--- config.mk ---
export PLATFORM = sky130hd
export DESIGN_NAME = cdc_sync_filt
export DESIGN_NICKNAME = d
export VERILOG_FILES = /design/src/rtl/cdc_pkg.sv /design/src/rtl/cdc_glitch_filt.sv /design/src/rtl/cdc_sync_filt.sv
export SDC_FILE = /design/constraint.sdc
export NUM_CORES = 1
export LEC_CHECK = 0
export CAP_MARGIN = 10
export CORE_MARGIN = 3
export CORE_UTILIZATION = 65
export DETAILED_ROUTE_END_ITERATION = 10
export DONT_BUFFER_PORTS = 1
export GPL_TIMING_DRIVEN = 0
export PLACE_DENSITY = 0.81
export SYNTH_ARGS = -nofsm -noshare
export SYNTH_HDL_FRONTEND = slang
export SYNTH_SLANG_ARGS = --single-unit
--- constraint.sdc ---
create_clock -name clk -period 3.35 [get_ports clk]
set_input_delay 0.5025 -clock clk [delete_from_list [all_inputs] [get_ports clk]]
set_output_delay 0.5025 -clock clk [all_outputs]
set_load 0.05 [all_outputs]
--- src/rtl/cdc_pkg.sv ---
// Shared definitions for the multi-channel level synchronizer and its glitch filter.
package cdc_pkg;

  // Width of the per-channel persistence counter. It never drops below 1 bit.
  function automatic int cnt_w(input int filt_cyc);
    int w;
    w = $clog2(filt_cyc + 1);
    return (w < 1) ? 1 : w;
  endfunction

  // What the filter does with its state on the next edge.
  typedef enum logic [1:0] {
    FILT_CLEAR  = 2'd0,
    FILT_COUNT  = 2'd1,
    FILT_ACCEPT = 2'd2
  } filt_act_e;

endpackage

--- src/rtl/cdc_glitch_filt.sv ---
// One-channel persistence filter: a new synchronized level is accepted only
// after it has been seen for FILT_CYC consecutive cycles.
module cdc_glitch_filt
  import cdc_pkg::*;
#(
  parameter int   FILT_CYC = 4,
  parameter logic RST_VAL  = 1'b0
) (
  input  logic clk,
  input  logic rstn,
  input  logic s_i,
  output logic filt_o,
  output logic busy_o
);

  localparam int            CW   = cnt_w(FILT_CYC);
  localparam logic [CW-1:0] LAST = CW'(FILT_CYC - 1);

  logic [CW-1:0] cnt_q, cnt_d;
  logic          filt_q, filt_d;
  filt_act_e     act_s;

  always_comb begin
    act_s  = FILT_CLEAR;
    cnt_d  = cnt_q;
    filt_d = filt_q;
    if (s_i == filt_q) begin
      act_s = FILT_CLEAR;
    end else if (cnt_q == LAST) begin
      act_s = FILT_ACCEPT;
    end else begin
      act_s = FILT_COUNT;
    end
    case (act_s)
      FILT_CLEAR:  cnt_d = '0;
      FILT_COUNT:  cnt_d = cnt_q + {{(CW-1){1'b0}}, 1'b1};
      FILT_ACCEPT: begin
        cnt_d  = '0;
        filt_d = s_i;
      end
      default:     cnt_d = '0;
    endcase
  end

  always_ff @(posedge clk) begin
    if (!rstn) begin
      cnt_q  <= '0;
      filt_q <= RST_VAL;
    end else begin
      cnt_q  <= cnt_d;
      filt_q <= filt_d;
    end
  end

  assign filt_o = filt_q;
  assign busy_o = (cnt_q != '0);

endmodule

--- src/rtl/cdc_sync_filt.sv ---
// Multi-channel synchronizer for asynchronous levels: N-flop chain per channel,
// optional glitch filter, and single-cycle rise/fall pulses on the result.
module cdc_sync_filt
  import cdc_pkg::*;
#(
  parameter int               WIDTH    = 4,
  parameter int               STAGES   = 2,
  parameter int               FILT_CYC = 4,
  parameter logic [WIDTH-1:0] RST_VAL  = '0
) (
  input  logic             clk,
  input  logic             rstn,
  input  logic [WIDTH-1:0] i_sig,
  output logic [WIDTH-1:0] o_sig_sync,
  output logic [WIDTH-1:0] o_rise,
  output logic [WIDTH-1:0] o_fall,
  output logic [WIDTH-1:0] o_busy
);

  logic [WIDTH-1:0] s_s;
  logic [WIDTH-1:0] sig_s;
  logic [WIDTH-1:0] busy_s;
  logic [WIDTH-1:0] hist_q;

  // i_sig only ever feeds the first flop; nothing sits between chain flops.
  for (genvar k = 0; k < WIDTH; k++) begin : g_chain
    (* ASYNC_REG = "TRUE" *) logic [STAGES-1:0] sync_q;

    always_ff @(posedge clk) begin
      if (!rstn) begin
        sync_q <= {STAGES{RST_VAL[k]}};
      end else begin
        sync_q <= {sync_q[STAGES-2:0], i_sig[k]};
      end
    end

    assign s_s[k] = sync_q[STAGES-1];
  end

  if (FILT_CYC >= 1) begin : g_filt
    for (genvar k = 0; k < WIDTH; k++) begin : g_ch
      cdc_glitch_filt #(
        .FILT_CYC (FILT_CYC),
        .RST_VAL  (RST_VAL[k])
      ) u_filt (
        .clk    (clk),
        .rstn   (rstn),
        .s_i    (s_s[k]),
        .filt_o (sig_s[k]),
        .busy_o (busy_s[k])
      );
    end
  end else begin : g_bypass
    assign sig_s  = s_s;
    assign busy_s = '0;
  end

  // Resetting hist to RST_VAL suppresses spurious pulses around reset.
  always_ff @(posedge clk) begin
    if (!rstn) begin
      hist_q <= RST_VAL;
    end else begin
      hist_q <= sig_s;
    end
  end

  assign o_sig_sync = sig_s;
  assign o_rise     = sig_s & ~hist_q;
  assign o_fall     = ~sig_s & hist_q;
  assign o_busy     = busy_s;

endmodule
==> insert_results.sql <==
INSERT INTO impl_metrics (metric_group, metric, value, unit) VALUES
('run_status', 'outcome', 'completed', ''),
('yosys', 'top_cells_by_area_synth', 'dfxtp_1 46%, ha_1 12%, and2_1 6.2%', ''),
('yosys', 'synth_nets', '128', ''),
('placed_design', 'placement.io_buffers', '0', ''),
('drt', 'routed-via-count', '658', ''),
('sta', 'final.hold.worst_slack', '310', 'ps'),
('flow_run', 'drv.max_cap_violation_count', '0', ''),
('clocking', 'clkSinkCount', '28', ''),
('placed_design', 'globalplace.congestion', '0.646', ''),
('floorplan', 'die_area', '2420', 'µm²'),
('floorplan', 'fp.dieH', '49.2', 'µm'),
('worst_setup_path', 'cp_top_family', 'simple AND/OR/NAND/NOR gates', ''),
('power', 'design_internal_power', '0.000391', 'W'),
('yosys', 'avgSynthCellArea', '11.0', 'µm²'),
('worst_setup_path', 'path_max_fanout', '6', ''),
('floorplan', 'num_rows', '14', ''),
('worst_hold_path', 'hold_path.startpoint', 'i_sig[3]', ''),
('clocking', 'cts_made_buffers', '3', ''),
('finish', 'instances_no_fill', '137', ''),
('worst_setup_path', 'required_time_at_the_endpoint_of_the_critical_path', '2850', 'ps'),
('worst_setup_path', 'critical_path_arrival', '1530', 'ps'),
('clocking', 'cts.reportedPaths.clkPinSlew', '130', 'ps'),
('floorplan', 'core_box_area', '1630', 'µm²'),
('finish', 'area_delta_synth_final', '4.33', '%'),
('sta', 'actual_transition_at_the_worst_max_transition_pin', '944', 'ps'),
('clocking', 'max-clock-path-buffers', '2', ''),
('global_routing', 'antenna_found_initial', '0', ''),
('drt', 'detail_route.drc_violations', '0', ''),
('drt', 'wl_per_cell', '11.6', 'µm'),
('placed_design', 'dp_hpwl', '1220', 'µm'),
('global_routing', 'global_route.usage.total', '0.151', ''),
('yosys', 'postSynthCellCount', '110', ''),
('power', 'vdd_drop_max', '285', 'µV'),
('finish', 'multi_input_comb_area', '541', 'µm²'),
('worst_hold_path', 'holdCritPathClass', 'in2reg', ''),
('clocking', 'clock_latency', '310', 'ps'),
('drt', 'route.antenna.remaining_nets', '0', ''),
('worst_setup_path', 'r2r-end', 'g_filt.g_ch[0].u_filt.cnt_q[2]', ''),
('floorplan', 'dieWidth', '49.2', 'µm'),
('power', 'netSwitchingFraction', '0.205', ''),
('clocking', 'post_cts_hold_buffer_count', '0', ''),
('yosys', 'seq_cells_post_synth', '28', ''),
('clocking', 'cts-htree-levels', '1', ''),
('drt', 'dr_pass1_iterations', '3', ''),
('finish', 'fillerInstances', '118', ''),
('sta', 'slew_viol_final', '0', ''),
('worst_setup_path', 'rrSetupSlack', '2060', 'ps'),
('yosys', 'synth.distinct_cells', '15', ''),
('global_routing', 'grt_pass1_wl', '2820', 'µm'),
('worst_hold_path', 'hold_depth', '1', ''),
('sta', 'rsz0062_at_grt', 'false', ''),
('sta', 'number_of_hold_violations_in_the_final_report', '0', ''),
('power', 'power.leakage', '0.538', 'nW'),
('yosys', 'yosysTopAreaCell', 'dfxtp_1', ''),
('power', 'power.combinational.fraction', '0.047', ''),
('finish', 'post-route-cell-area', '1270', 'µm²'),
('worst_setup_path', 'worst_r2r_startpoint', 'g_filt.g_ch[0].u_filt.cnt_q[0]', ''),
('worst_setup_path', 'crit_path_cell_trace', 'nor2b_1', ''),
('finish', 'regArea', '561', 'µm²'),
('clocking', 'cts.repair.resized', '0', ''),
('worst_setup_path', 'criticalPathCategory', 'reg2out', ''),
('worst_setup_path', 'critical-path-max-stage-delay', '780', 'ps'),
('yosys', 'synth_seq_area_share', '0.461', ''),
('yosys', 'post-synth-top-area-fraction', '0.461', ''),
('placed_design', 'cell_count_after_placement', '134', ''),
('drt', 'wl', '1600', 'µm'),
('clocking', 'clock_tree.root_cell', 'clkbuf_4', ''),
('finish', 'final_layout_size_suffix_gt1_frac', '0.177', ''),
('placed_design', 'placement.cell_area', '1240', 'µm²'),
('worst_setup_path', 'worst_r2r_path_depth', '3', ''),
('yosys', 'yosys_warnings', '0', '');
-- cells in the final DEF (no fill, tap or decap) --
master and instances:
and2b_1 4, clkbuf_4 3, clkbuf_2 1, and4bb_2 4
clkbuf_1 1, mux2i_1 4, xnor2_1 4, nor4b_2 4
nor2b_1 8, ha_1 12, inv_1 12, dfxtp_1 28
nand2_1 4, and2_1 12, nor4b_1 4, buf_4 8
-- how the worst max path moves through the flow --
| stage | from | end | slack, ps | cells past startpoint |
|---|---|---|---|---|
| 2_1_floorplan | g_filt.g_ch[0].u_filt.filt_o | o_rise[0] | 1740 | 1 |
| 3_5_place_dp | g_filt.g_ch[3].u_filt.filt_o | o_rise[3] | 1670 | 1 |
| 3_3_place_gp | g_filt.g_ch[0].u_filt.filt_o | o_rise[0] | 1670 | 1 |
| 5_1_grt | g_filt.g_ch[1].u_filt.filt_o | o_rise[1] | 1240 | 1 |
| 4_1_cts | g_filt.g_ch[1].u_filt.filt_o | o_rise[1] | 1300 | 1 |
| 6_report | g_filt.g_ch[1].u_filt.filt_o | o_rise[1] | 1320 | 1 |
-- state kept, by name, summed over array words and instances (netlist names) --
name                       count
g_chain.sync_q                 8
g_filt.g_ch.u_filt.cnt_q      12
g_filt.g_ch.u_filt.filt_o      4
hist_q                         4
-- cell usage after synthesis --
| master | count |
|---|---|
| nor4b_2 | 4 |
| xnor2_1 | 4 |
| dfxtp_1 | 28 |
| nor4b_1 | 4 |
| mux2i_1 | 4 |
| and2b_1 | 4 |
| nand2_1 | 4 |
| nor2b_1 | 8 |
| and4bb_2 | 4 |
| clkbuf_2 | 1 |
| buf_4 | 8 |
| inv_1 | 12 |
| clkbuf_1 | 1 |
| and2_1 | 12 |
| ha_1 | 12 |
-- cells by family (layout without fill, tap and decap cells) --
family	Yosys count	in the layout	synth area share
xor+xnor	4	4	0.0288
buf+inv	22	25	0.0937
mux	4	4	0.0330
simple gates	40	40	0.260
fa+ha+maj	12	12	0.124
flops	28	28	0.461
-- through the flow --
| stage | setup WS [ps] | util |
|---|---|---|
| 2_1_floorplan | 1740 | - |
| 3_3_place_gp | 1670 | 0.764 |
| 3_5_place_dp | 1670 | 0.764 |
| 4_1_cts | 1300 | 0.778 |
| 5_1_grt | 1240 | 0.778 |
| 6_report | 1320 | 0.778 |
-- cell type report --
type,instances,area share
buffer,10,0.0543
clock buffer,3,0.0178
inverter,12,0.0355
multi-input combinational,60,0.426
sequential,28,0.442
tap,24,0.0237
-- layer usage --
| metal | GRT usage | vias to the layer above | wire length [µm] |
|---|---|---|---|
| li1 | - | 352 | - |
| met1 | 0.174 | 293 | 713 |
| met2 | 0.272 | 13 | 826 |
| met3 | 0.0275 | 0 | 55 |
| met4 | 0.0569 | 0 | 0 |
| met5 | 0 | - | 0 |
-- power groups by stage --
stage          combinational, W  clock, W  sequential (W)
6_report              0.0000232  0.000127        0.000342
3_3_place_gp          0.0000229         0        0.000349
5_1_grt               0.0000253  0.000151        0.000343
4_1_cts               0.0000235  0.000135        0.000342
2_1_floorplan         0.0000204         0        0.000349
3_5_place_dp          0.0000235         0        0.000349
No activity file was read; power rests on OpenSTA's default activity.
